===== src/rtl/serial_add_ctrl.sv =====
// serial_add_ctrl: bit-serial adder sequencer around one external full adder.
// The operands are presented to the full adder LSB first, one bit per clock.
// The carry is held in a flip-flop between bits, and the sum is assembled in a
// shift register. An add takes WIDTH+1 cycles from start to result.
// Optional feature macro: SERIAL_ADD_SUB_EN. When defined, the block has an iSub
// input that selects subtraction (iA - iB, where oCout=1 means no borrow).
module serial_add_ctrl #(
  parameter int WIDTH = 8
) (
  input  logic             iClk,
  input  logic             iRst,
  input  logic             iStart,
  input  logic [WIDTH-1:0] iA,
  input  logic [WIDTH-1:0] iB,
  input  logic             iCin,
`ifdef SERIAL_ADD_SUB_EN
  input  logic             iSub,
`endif
  output logic             oBusy,
  output logic             oDone,
  output logic [WIDTH-1:0] oSum,
  output logic             oCout,
  output logic             oFaA,
  output logic             oFaB,
  output logic             oFaC,
  input  logic             iFaS,
  input  logic             iFaC
);

  localparam int CNT_W = $clog2(WIDTH + 1);
  localparam logic [CNT_W-1:0] CNT_LAST = CNT_W'(WIDTH - 1);

  typedef enum logic [1:0] {
    S_IDLE = 2'd0,
    S_RUN  = 2'd1,
    S_DONE = 2'd2
  } state_t;

  state_t           state;
  logic [CNT_W-1:0] cnt;
  logic             carry;
  logic [WIDTH-1:0] op_a;
  logic [WIDTH-1:0] op_b;
  logic [WIDTH-1:0] sumsr;

  logic [WIDTH-1:0] b_cap;
  logic             c_cap;
  logic [WIDTH:0]   sum_shift;
  logic             unused_lsb;
  logic             run;

  // Operand B / carry-in as loaded at accept (inverted B plus one when subtracting)
  always_comb begin
    b_cap = iB;
    c_cap = iCin;
`ifdef SERIAL_ADD_SUB_EN
    if (iSub) begin
      b_cap = ~iB;
      c_cap = 1'b1;
    end
`endif
  end

  // New sum bit enters at the MSB; the old LSB falls off the end each bit
  assign sum_shift  = {iFaS, sumsr};
  assign unused_lsb = sum_shift[0];

  // Full adder is only driven while bits are being processed
  assign run  = (state == S_RUN);
  assign oFaA = run & op_a[0];
  assign oFaB = run & op_b[0];
  assign oFaC = run & carry;

  // Sequencer: accept, shift one bit per cycle, publish result on the last bit
  always_ff @(posedge iClk or posedge iRst) begin
    if (iRst) begin
      state <= S_IDLE;
      cnt   <= '0;
      carry <= 1'b0;
      op_a  <= '0;
      op_b  <= '0;
      sumsr <= '0;
      oSum  <= '0;
      oCout <= 1'b0;
      oBusy <= 1'b0;
      oDone <= 1'b0;
    end else begin
      case (state)
        S_IDLE: begin
          oDone <= 1'b0;
          if (iStart) begin
            op_a  <= iA;
            op_b  <= b_cap;
            carry <= c_cap;
            cnt   <= '0;
            sumsr <= '0;
            oBusy <= 1'b1;
            state <= S_RUN;
          end
        end
        S_RUN: begin
          sumsr <= sum_shift[WIDTH:1];
          carry <= iFaC;
          op_a  <= op_a >> 1;
          op_b  <= op_b >> 1;
          cnt   <= cnt + 1'b1;
          if (cnt == CNT_LAST) begin
            oSum  <= sum_shift[WIDTH:1];
            oCout <= iFaC;
            oDone <= 1'b1;
            state <= S_DONE;
          end
        end
        S_DONE: begin
          oDone <= 1'b0;
          oBusy <= 1'b0;
          state <= S_IDLE;
        end
        default: begin
          oDone <= 1'b0;
          oBusy <= 1'b0;
          state <= S_IDLE;
        end
      endcase
    end
  end

endmodule


===== config.mk =====
export PLATFORM = sky130hd
export DESIGN_NAME = serial_add_ctrl
export DESIGN_NICKNAME = d
export VERILOG_FILES = /design/src/rtl/serial_add_ctrl.sv
export SDC_FILE = /design/constraint.sdc
export NUM_CORES = 1
export LEC_CHECK = 0
export ABC_CLOCK_PERIOD_IN_PS = 1900
export CELL_PAD_IN_SITES_DETAIL_PLACEMENT = 0
export CELL_PAD_IN_SITES_GLOBAL_PLACEMENT = 1
export CORE_UTILIZATION = 41
export CTS_BUF_LIST = sky130_fd_sc_hd__clkbuf_2
export DETAILED_ROUTE_END_ITERATION = 12
export PLACE_DENSITY = 0.93
export SLEW_MARGIN = 30
export SYNTH_ARGS = -nofsm -noshare
export SYNTH_HDL_FRONTEND = slang
export SYNTH_SLANG_ARGS = --single-unit

===== constraint.sdc =====
create_clock -name iClk -period 1.9 [get_ports iClk]
set_input_delay 0.38 -clock iClk [delete_from_list [all_inputs] [get_ports iClk]]
set_output_delay 0.38 -clock iClk [all_outputs]
set_load 0.01 [all_outputs]

* After elaboration in Yosys (flattened, before gate mapping)
Index checks and enable logic that the tools add are counted.
** Cells by class
- $add $sub $neg :: 1
- Muxes and demuxes :: 17
- Bitwise logic cells :: 4
- Reductions and logical operators :: 6
- Equal/unequal tests :: 4
** Operators with widths (number)
- 8-bit case mux with 2 select lines :: 3
- 8-bit 2-to-1 mux :: 3
- 4-bit case mux with 2 select lines :: 1
- 2-bit AND reduction :: 4
- 4-bit by 1-bit adder with 4-bit output, second input constant :: 1
- 4-bit by 3-bit == test with 1-bit output, second input constant :: 1
- 1-bit 2-to-1 mux :: 4
- 2-bit 2-to-1 mux :: 2
- 4-bit 2-to-1 mux :: 1
- 1-bit case mux with 2 select lines :: 2
- 2-bit case mux with 2 select lines :: 1
- 1-bit bitwise AND :: 3
- 2-bit by 1-bit == test with 1-bit output, second input constant :: 1
- 2-bit zero test :: 1
- 2-bit by 1-bit inequality test with 1-bit output, second input constant :: 1
- 2-bit inequality test, second input constant :: 1
- 2-bit nonzero test :: 1
- 1-bit NOT :: 1
** Storage, ports and cells
- Output and inout bits :: 14
- Logic and storage cells :: 42
- Bits in registers :: 42
- Bits of input ports :: 22

* Longest topological paths before layout
Gate-level depths: netlist of the first run.
- Depth after elaboration :: 3
- Mapped depth :: 5
- Mapped depth without buffers :: 4

* Worst setup path before layout of the first run
Ideal clock, no wire load.
- Kind :: register -> output
- From :: reg state[1]
- To :: out oFaA
- Path slack :: 0.368 ns
- Cell stages (with the launch flop) :: 5
- Arrival time :: 1.152 ns
- Data required time :: 1.520 ns
- Buffers on the path :: 2
- Path through :: dfrtp_1 buf_2 nor2b_1 clkbuf_1 and2_1
** Between the ends
- Cells in the longest elaborated chain, start to end :: 2
** Ends and longest elaborated chain
- from (decl) :: RTL line 39 : state_t state;
- from (signal assigned) :: RTL line 77 : state <= S_IDLE;
- from (signal assigned) :: RTL line 98 : state <= S_RUN;
- from (signal assigned) :: RTL line 111 : state <= S_DONE;
- 2-bit by 1-bit == test with 1-bit output :: RTL line 69 : assign run = (state == S_RUN);
- 1-bit bitwise AND :: RTL line 70 : assign oFaA = run & op_a[0];
- to (decl) :: RTL line 23 : output logic oFaA,
Every way passes these cells.

* Worst setup path after layout of the first run
- From :: reg state[1]
- To :: reg oSum[5]
** Between the ends
- Cells in the longest elaborated chain, start to end :: 2
** Ends and longest elaborated chain
- 2-bit by 1-bit == test with 1-bit output :: RTL line 88 : case (state)
- 2-bit AND reduction (no line)
- to (signal assigned) :: RTL line 108 : oSum <= sum_shift[WIDTH:1];
- to (decl) :: RTL line 21 : output logic [WIDTH-1:0] oSum,
Every way passes these cells.
A chain may end at the register's enable or synchronous reset.

==> results of run 1 <==
-- state kept, by name, summed over array words and instances (netlist names) --
name / flops
carry: 1
cnt: 4
oBusy: 1
oCout: 1
oDone: 1
oSum: 8
op_a: 8
op_b: 8
state: 2
sumsr: 7
-- cell usage after synthesis, types with 3 or more instances --
master	n	area, um^2
dfrtp_1	41	1030
a22o_1	11	96.3
a22oi_1	13	97.6
and2_1	4	25.0
o21ai_0	16	80.1
and3b_1	3	26.3
mux2_2	10	113
clkbuf_1	9	33.8
nor2b_1	13	81.3
a21oi_1	13	65.1
nor2_1	4	15.0
nand2_1	8	30.0
-- through the flow --
stage / setup WS (ps) / utilization [%] / area, um^2 / setup TNS (ps)
global placement: 155 / 54.6 / 2220 / 0
global route: 31.5 / 56.3 / 2280 / 0
CTS: -15.1 / 55.9 / 2270 / -50.5
finish: 118 / 56.3 / 2280 / 0
floorplan: 368 / - / 1760 / 0
detailed placement: 77.9 / 54.6 / 2220 / 0
-- metal layers --
metal | vias up | part of all wire (%)
li1 | 642 | -
met4 | 0 | 3.5
met3 | 16 | 4.2
met5 | - | 0
met2 | 44 | 48
met1 | 709 | 44
-- cells by family (layout without fill, tap and decap cells) --
| kind of cell | Yosys count | count (layout) | synth area share (%) |
|---|---|---|---|
| and+or+nand+nor | 35 | 35 | 11.8 |
| AOI/OAI and AO/OA | 56 | 56 | 20.5 |
| muxes | 10 | 10 | 6.39 |
| DFF | 41 | 41 | 58.2 |
| buffers and inverters | 11 | 56 | 2.41 |
| adders and majority gates | 1 | 1 | 0.710 |
-- area by class of cell --
type	count	area, um^2
fill	340	1770
multi-input combinational	102	697
inverter	1	3.75
timing repair buffer	48	462
clock buffer	6	30.0
sequential	41	1030
clock inverter	1	3.75
tap	50	62.6
-- worst register-to-register path: cells and delay by family (launching register included) --
family | cells | cell delay [ps]
buffers and inverters | 3 | 480
AND/OR/NAND/NOR | 2 | 450
flip-flops | 1 | 430
multiplexers | 1 | 340
-- power breakdown --
part           switching (mW)  internal [mW]  total, mW
registers               0.242           1.24       1.48
clock network           0.267         0.0858      0.353
logic                   0.720          0.849       1.57
total                    1.23           2.17       3.40
-- worst paths after layout --
kind / startpoint / to / slack (ps) / cells after the start
max reg2reg: state[1] / oSum[5] / 120 / 6
min reg2reg: carry / carry / 510 / 2
max in group asynchronous: iRst / op_b[0] / 1170 / 3
min: iRst / oSum[6] / 370 / 3
max: state[1] / oSum[5] / 120 / 6
min in group iClk: carry / carry / 510 / 2
-- repair_timing --
| action | 4_1_cts | 5_1_grt |
|---|---|---|
| pin swaps | 1 | 1 |
| endpoints found under the setup margin | 3 | 12 |
| setup buffers | 2 | 2 |
| gates resized for setup | 7 | 4 |
==> results.yml, run 1 <==
timing:
  achievable-frequency_ghz: 0.561
  rsz0062_at_grt: "false"
  timing.final.max_slew_violations: 0
  finalHoldViolCount: 0
  whs_ps: 374
  final_setup_violations: 0
  fin_worst_skew_ps: 10.1
  post_layout_min_period_ps: 1780
  worst_margin_pin_slew_ps: 508
  worst_slew_margin_rel_pct: 66.2
  post-route-period-util_pct: 93.8
cells_and_area:
  stdcell_count: 249
  antenna_diode_count: 0
  mostFrequentLayoutCell: "dfrtp_1"
  layout-drive-gt1-share_pct: 17.6
  layout_common_cells: "dfrtp_1, clkdlybuf4s50_1, o21ai_0"
  nNetsFinal: 222
  area_growth_syn_to_layout_pct: 29.6
global_routing:
  number_of_antenna_violations_at_the_first_check_in_global_routing: 0
  gr-max-usage-layer: "met2"
  number_of_global_route_vias_before_repair: 1419
  global_route_met2_utilization_pct: 29.6
  gr-usage-all-layers_pct: 18.8
  global_route_wire_length_before_repair_um: 6250
  groute.layer.met3.usage_pct: 3.55
  grt_max_degree: 42
  grt_overflow: 0
  use_met1_pct: 23.2
critical_path:
  worst-path-buf-inv: 3
  crit_required_ps: 2210
  critPathArrivalTime_ps: 2090
  timing.critical_path.slowest_stage_cell: "dfrtp_1"
  worstSetupEndpointType: "flip-flop"
  crit_path_frequent_cell: "buf_4"
  cp_max_fo: 20
  path_delay_family: "buffers and inverters"
  worst_path_largest_cell_delay_ps: 430
  setup.worst_path.class: "flip-flop to flip-flop"
  path_cells: "buf_4, buf_4, nand2b_2, nor3_4, buf_12, mux2_2"
  cp-start-kind: "flip-flop"
drt:
  firstDrtPassIters: 4
  drt-initial-drc-count: 62
  totalWireLength_um: 3730
  detailroute.via_count: 1411
  detail-route-antenna-nets: 0
  routed_via_density: 5.67
  remaining_drc_errors: 0
  routed_length_per_instance_um: 15.0
die:
  initial_utilization_pct: 43.4
  die_height_um: 67.6
  die_area_um2: 4570
  die_w_um: 67.6
  rows: 23
  ios: 36
  floorplan_core_area_um2: 4060
placed_design:
  dp_cells: 238
  place.gp.congestion: 0.829
  port-buffer-count: 35
  dp.final_hpwl_um: 2540
pwr:
  fin_total_pwr_mw: 3.40
  ir_drop_uv: 737
  total_leakage_power_nw: 1.01
  cellPowerDensity_nw_per_um2: 1490
yosys:
  synthCells: 154
  synth_enable_flop_cells: 0
  synth.yosys.seq_area_share_pct: 58.2
  ys_ff_latch: 41
  synthArstFlopShare_pct: 100
  syn_nets: 177
  synthesis.yosys.warnings: 0
  synthesis.area_um2: 1760
  synthesis.area_per_instance_um2: 11.4
  ys_types: 21
  synthFlopType: "dfrtp_1"
clock_tree:
  clock_tree.buffer_depth: 2
  clk-insertion-delay-late_ps: 390
  clock_tree.htree_level_count: 2
  clk_transition_reported_paths_ps: 190
  clkSinkCount: 41
  clockRootBuffer: "clkbuf_2"
  postCtsHoldBufs: 0
  cts-buffers-inserted: 5
  cts_tree: "done"
run_status:
  run_status: "completed"
min_path:
  class_of_the_most_critical_hold_timing_path: "primary input to asynchronous set/reset pin"
run:
  maxcap_viol_count: 0
(Power assumes the default switching activity.)
==> run 2, diff against run 1 <==
--- a/config.mk
+++ b/config.mk
@@ -11,6 +11,7 @@
 export CORE_UTILIZATION = 41
 export CTS_BUF_LIST = sky130_fd_sc_hd__clkbuf_2
 export DETAILED_ROUTE_END_ITERATION = 12
+export GPL_ROUTABILITY_DRIVEN = 1
 export PLACE_DENSITY = 0.93
 export SLEW_MARGIN = 30
 export SYNTH_ARGS = -nofsm -noshare
==> results of run 2 <==
Final layout, timing and power as in run 1 (identical DEF).
